`src/rtl/exception_detector.sv`:
```
// rtl/exception_detector.sv - decode-stage trap classifier with combinational and registered outputs
module exception_detector (
  input  logic       clk,
  input  logic       reset,
  input  logic [6:0] opcode,
  input  logic [2:0] funct3,
  input  logic       imm_0,
  input  logic [1:0] jump_target_lsbs,
  input  logic       branch,
  input  logic [1:0] branch_target_lsbs,
  output logic       trapped,
  output logic [1:0] trap_status,
  output logic       trapped_q,
  output logic [1:0] trap_status_q
);

  // Opcode values used by the classifier
  localparam logic [6:0] OP_RTYPE       = 7'b0110011;
  localparam logic [6:0] OP_ENVIRONMENT = 7'b1110011;
  localparam logic [6:0] OP_BRANCH      = 7'b1100011;
  localparam logic [6:0] OP_JAL         = 7'b1101111;
  localparam logic [6:0] OP_JALR        = 7'b1100111;

  // Trap cause encoding seen by the trap controller
  localparam logic [1:0] ST_NONE       = 2'b00;
  localparam logic [1:0] ST_EBREAK     = 2'b01;
  localparam logic [1:0] ST_ECALL      = 2'b10;
  localparam logic [1:0] ST_MISALIGNED = 2'b11;

  // Status is the single source of truth; trapped is derived from it so the
  // two outputs can never disagree.
  logic [1:0] status_c;

  // Classify the current instruction; each opcode arm only looks at its own fields
  always_comb begin
    status_c = ST_NONE;
    case (opcode)
      OP_ENVIRONMENT: begin
        // funct3 != 000 are CSR accesses, which never trap here
        if (funct3 == 3'b000) begin
          status_c = imm_0 ? ST_EBREAK : ST_ECALL;
        end
      end
      OP_BRANCH: begin
        // A not-taken branch never redirects, so its target is irrelevant
        if (branch && (branch_target_lsbs != 2'b00)) begin
          status_c = ST_MISALIGNED;
        end
      end
      OP_JAL, OP_JALR: begin
        // JALR bit-0 clearing happens upstream; lsbs are checked as received
        if (jump_target_lsbs != 2'b00) begin
          status_c = ST_MISALIGNED;
        end
      end
      OP_RTYPE: begin
        status_c = ST_NONE;
      end
      default: begin
        status_c = ST_NONE;
      end
    endcase
  end

  assign trap_status = status_c;
  assign trapped     = (status_c != ST_NONE);

  // One-cycle registered copy for the trap/CSR write path
  always_ff @(posedge clk) begin
    if (reset) begin
      trapped_q     <= 1'b0;
      trap_status_q <= ST_NONE;
    end else begin
      trapped_q     <= trapped;
      trap_status_q <= trap_status;
    end
  end

endmodule

```
`config.mk`:
```
export PLATFORM = sky130hd
export DESIGN_NAME = exception_detector
export DESIGN_NICKNAME = d
export VERILOG_FILES = /design/src/rtl/exception_detector.sv
export SDC_FILE = /design/constraint.sdc
export NUM_CORES = 1
export LEC_CHECK = 0
export BUFFER_PORTS_ARGS = -buffer_cell sky130_fd_sc_hd__clkbuf_2
export CORE_AREA = 5 5 42 44
export DETAILED_ROUTE_END_ITERATION = 16
export DIE_AREA = 0 0 47 49
export PLACE_DENSITY = 0.57
export SLEW_MARGIN = 20
export SYNTH_ARGS = -nofsm -noshare
export SYNTH_HDL_FRONTEND = slang
export SYNTH_SLANG_ARGS = --single-unit
```
`constraint.sdc`:
```
create_clock -name clk -period 3.2 [get_ports clk]
set_input_delay 0.96 -clock clk [delete_from_list [all_inputs] [get_ports clk]]
set_output_delay 0.96 -clock clk [all_outputs]
set_load 0.005 [all_outputs]
```
==> flow_summary.json <==
{
  "period_needed_ns": 2.86,
  "io_buffers": 23,
  "postSynthAreaPerCell_sq_um": 9.74,
  "pre_cts_ws_ns": 0.341,
  "vias_per_cell": 4.30,
  "finalPower_mw": 0.126,
  "cp_num_buf_inv": 2,
  "num-nets-final": 69,
  "drv_cap": 0,
  "antenna_cells": 0,
  "synth.most_common_cell": "dfxtp_1",
  "synth_common_cells": "dfxtp_1 (3), nand4_1 (2), o21ai_0 (2), o32ai_1 (2)",
  "drt-initial-drc-count": 2,
  "holdBufCountCts": 0,
  "power_frac_seq": 0.301,
  "cts_tree": "built",
  "setup_viol": 0,
  "post_cts_buffers": 0,
  "synthFlopType": "dfxtp_1",
  "cp_top_family": "simple AND/OR/NAND/NOR gates",
  "place_congestion": 0.676,
  "place_hpwl_um": 588,
  "synthArstFlopShare": 0,
  "drcViolationCount": 0,
  "crit_arrival_ns": 1.90,
  "worst_slack_ns": 0.340,
  "postRouteAntennaNets": 0,
  "coreArea_sq_um": 1400,
  "period_share": 0.894,
  "switching_share": 0.228,
  "cts_buffers": 3,
  "finalHoldViolCount": 0,
  "clk_pin_slew_ns": 0.03,
  "wl_um": 664,
  "crit_type": "in2out",
  "syn_nets": 41,
  "synth-seq-cells": 3,
  "cp_slowest_stage_delay_ns": 0.36,
  "clockPowerShare": 0.513,
  "drive_gt1_frac": 0.580,
  "rsz0062_at_grt": "false",
  "synth-edff-count": 0,
  "num_io_pins": 24,
  "cts_buffer_depth": 2,
  "tightest_slew_ns": 0.249,
  "end_kind": "output pin",
  "netlist_area_sq_um": 224,
  "row_count": 14,
  "cp_max_fo": 6,
  "leakagePower_nw": 0.183,
  "slew_headroom": 0.833,
  "ys_warn_count": 0,
  "hold_path.class": "in2reg",
  "vdd_drop_max_mv": 0.0814,
  "fin_util": 0.275,
  "avgRoutedWirePerCell_um": 10.1,
  "slew_viol_final": 0,
  "fmax_ghz": 0.350,
  "die_w_um": 47,
  "status": "finished clean",
  "design.die.area_sq_um": 2300,
  "p_per_area_nw_per_um2": 327,
  "grt.total_usage": 0.0577,
  "power.switching_mw": 0.0287,
  "start_util": 0.160,
  "grt_pass1_vias": 268,
  "root_buffer": "clkbuf_4",
  "synth_cells": 23,
  "cp.required_ns": 2.24,
  "clock-sinks": 3,
  "p_int_mw": 0.0972,
  "antenna_found_initial": 0,
  "start_kind": "input port",
  "syn_to_final_growth_pct": 72.1,
  "cts.repair.resized": 0,
  "overflow": 0,
  "slowest_stage": "and4bb_4",
  "synth_area_leaders": "dfxtp_1 (27%), nor4b_4 (11%), o32ai_1 (7.8%)",
  "synth.distinct_cells": 18,
  "drtPass1Iterations": 4,
  "synth_top_area_share": 0.268,
  "crit_top_cell": "clkbuf_2",
  "synth_top_cell_by_area": "dfxtp_1",
  "cts_max_level": 1,
  "grt_pass1_wl_um": 938,
  "synth-seq-area-share": 0.268,
  "fin_setup_tns_ns": 0,
  "grt_max_degree": 7,
  "path_cells": "clkbuf_2 -> and4bb_4 -> a21oi_4 -> o32ai_1 -> clkbuf_2",
  "die_height_um": 49,
  "num_vias": 284,
  "pwr-share-comb": 0.186
}
==> metal layers <==
metal  GRT usage  up-vias  part of all wire
met1      0.0680      110              0.42
met4      0.0829        0             0.029
met2      0.0679       22              0.38
li1            -      150                 -
met3      0.0111        2              0.17
met5           0        -                 0
==> flip-flops by register name, summed over array words and instances (netlist names) <==
| name | flops |
|---|---|
| trapped_q | 1 |
| trap_status_q | 2 |
==> placed cells by master (no fill, tap or decap) <==
cell      netlist  routed
nor4b_4         1       1
nand4_1         2       2
a21oi_4         1       1
nand2_1         1       1
clkbuf_2        0      23
o21a_1          1       1
inv_1           1       1
clkbuf_4        0       3
and4bb_4        1       1
o32ai_1         2       2
nor2_1          1       1
dfxtp_1         3       3
o2111a_1        1       1
nand3_1         1       1
and2_1          1       1
or3_1           1       1
nor2b_1         1       1
o22ai_1         1       1
o31ai_1         1       1
o21ai_0         2       2
clkbuf_1        0       1
==> worst paths after layout <==
path                  startpoint              to  slack, ns  depth (start not counted)
worst max-delay path   opcode[3]  trap_status[1]       0.34                          5
worst min-delay path       reset       trapped_q       1.00                          2
==> cell type report <==
type                            count  area [sq um]
Clock buffer                        4          26.3
Fill cell                         168          1020
Inverter                            1          3.75
Multi-Input combinational cell     19           160
Sequential cell                     3          60.1
Tap cell                           16          20.0
Timing Repair Buffer               23           115
==> logic make-up after synthesis <==
logic type / count (synthesis) / synth area share
AND/OR/NAND/NOR: 10 / 0.374
AO/OA/AOI/OAI: 9 / 0.341
flip-flops: 3 / 0.268
buffers and inverters: 1 / 0.0167
==> power by group through the flow <==
stage               clock, mW  combinational (mW)  sequential [mW]
floorplan                   0             0.00889           0.0385
global placement            0              0.0233           0.0385
detailed placement          0              0.0236           0.0385
CTS                    0.0685              0.0237           0.0379
global route           0.0695              0.0258           0.0379
finish                 0.0646              0.0234           0.0379
==> through the flow <==
step,hold slack [ns],instances,instance area [sq um]
2_1_floorplan,1.08,23,224
3_3_place_gp,1.23,62,359
3_5_place_dp,1.24,62,359
4_1_cts,0.997,66,385
5_1_grt,1.01,66,385
6_report,1.00,66,385
(Power assumes the default switching activity.)
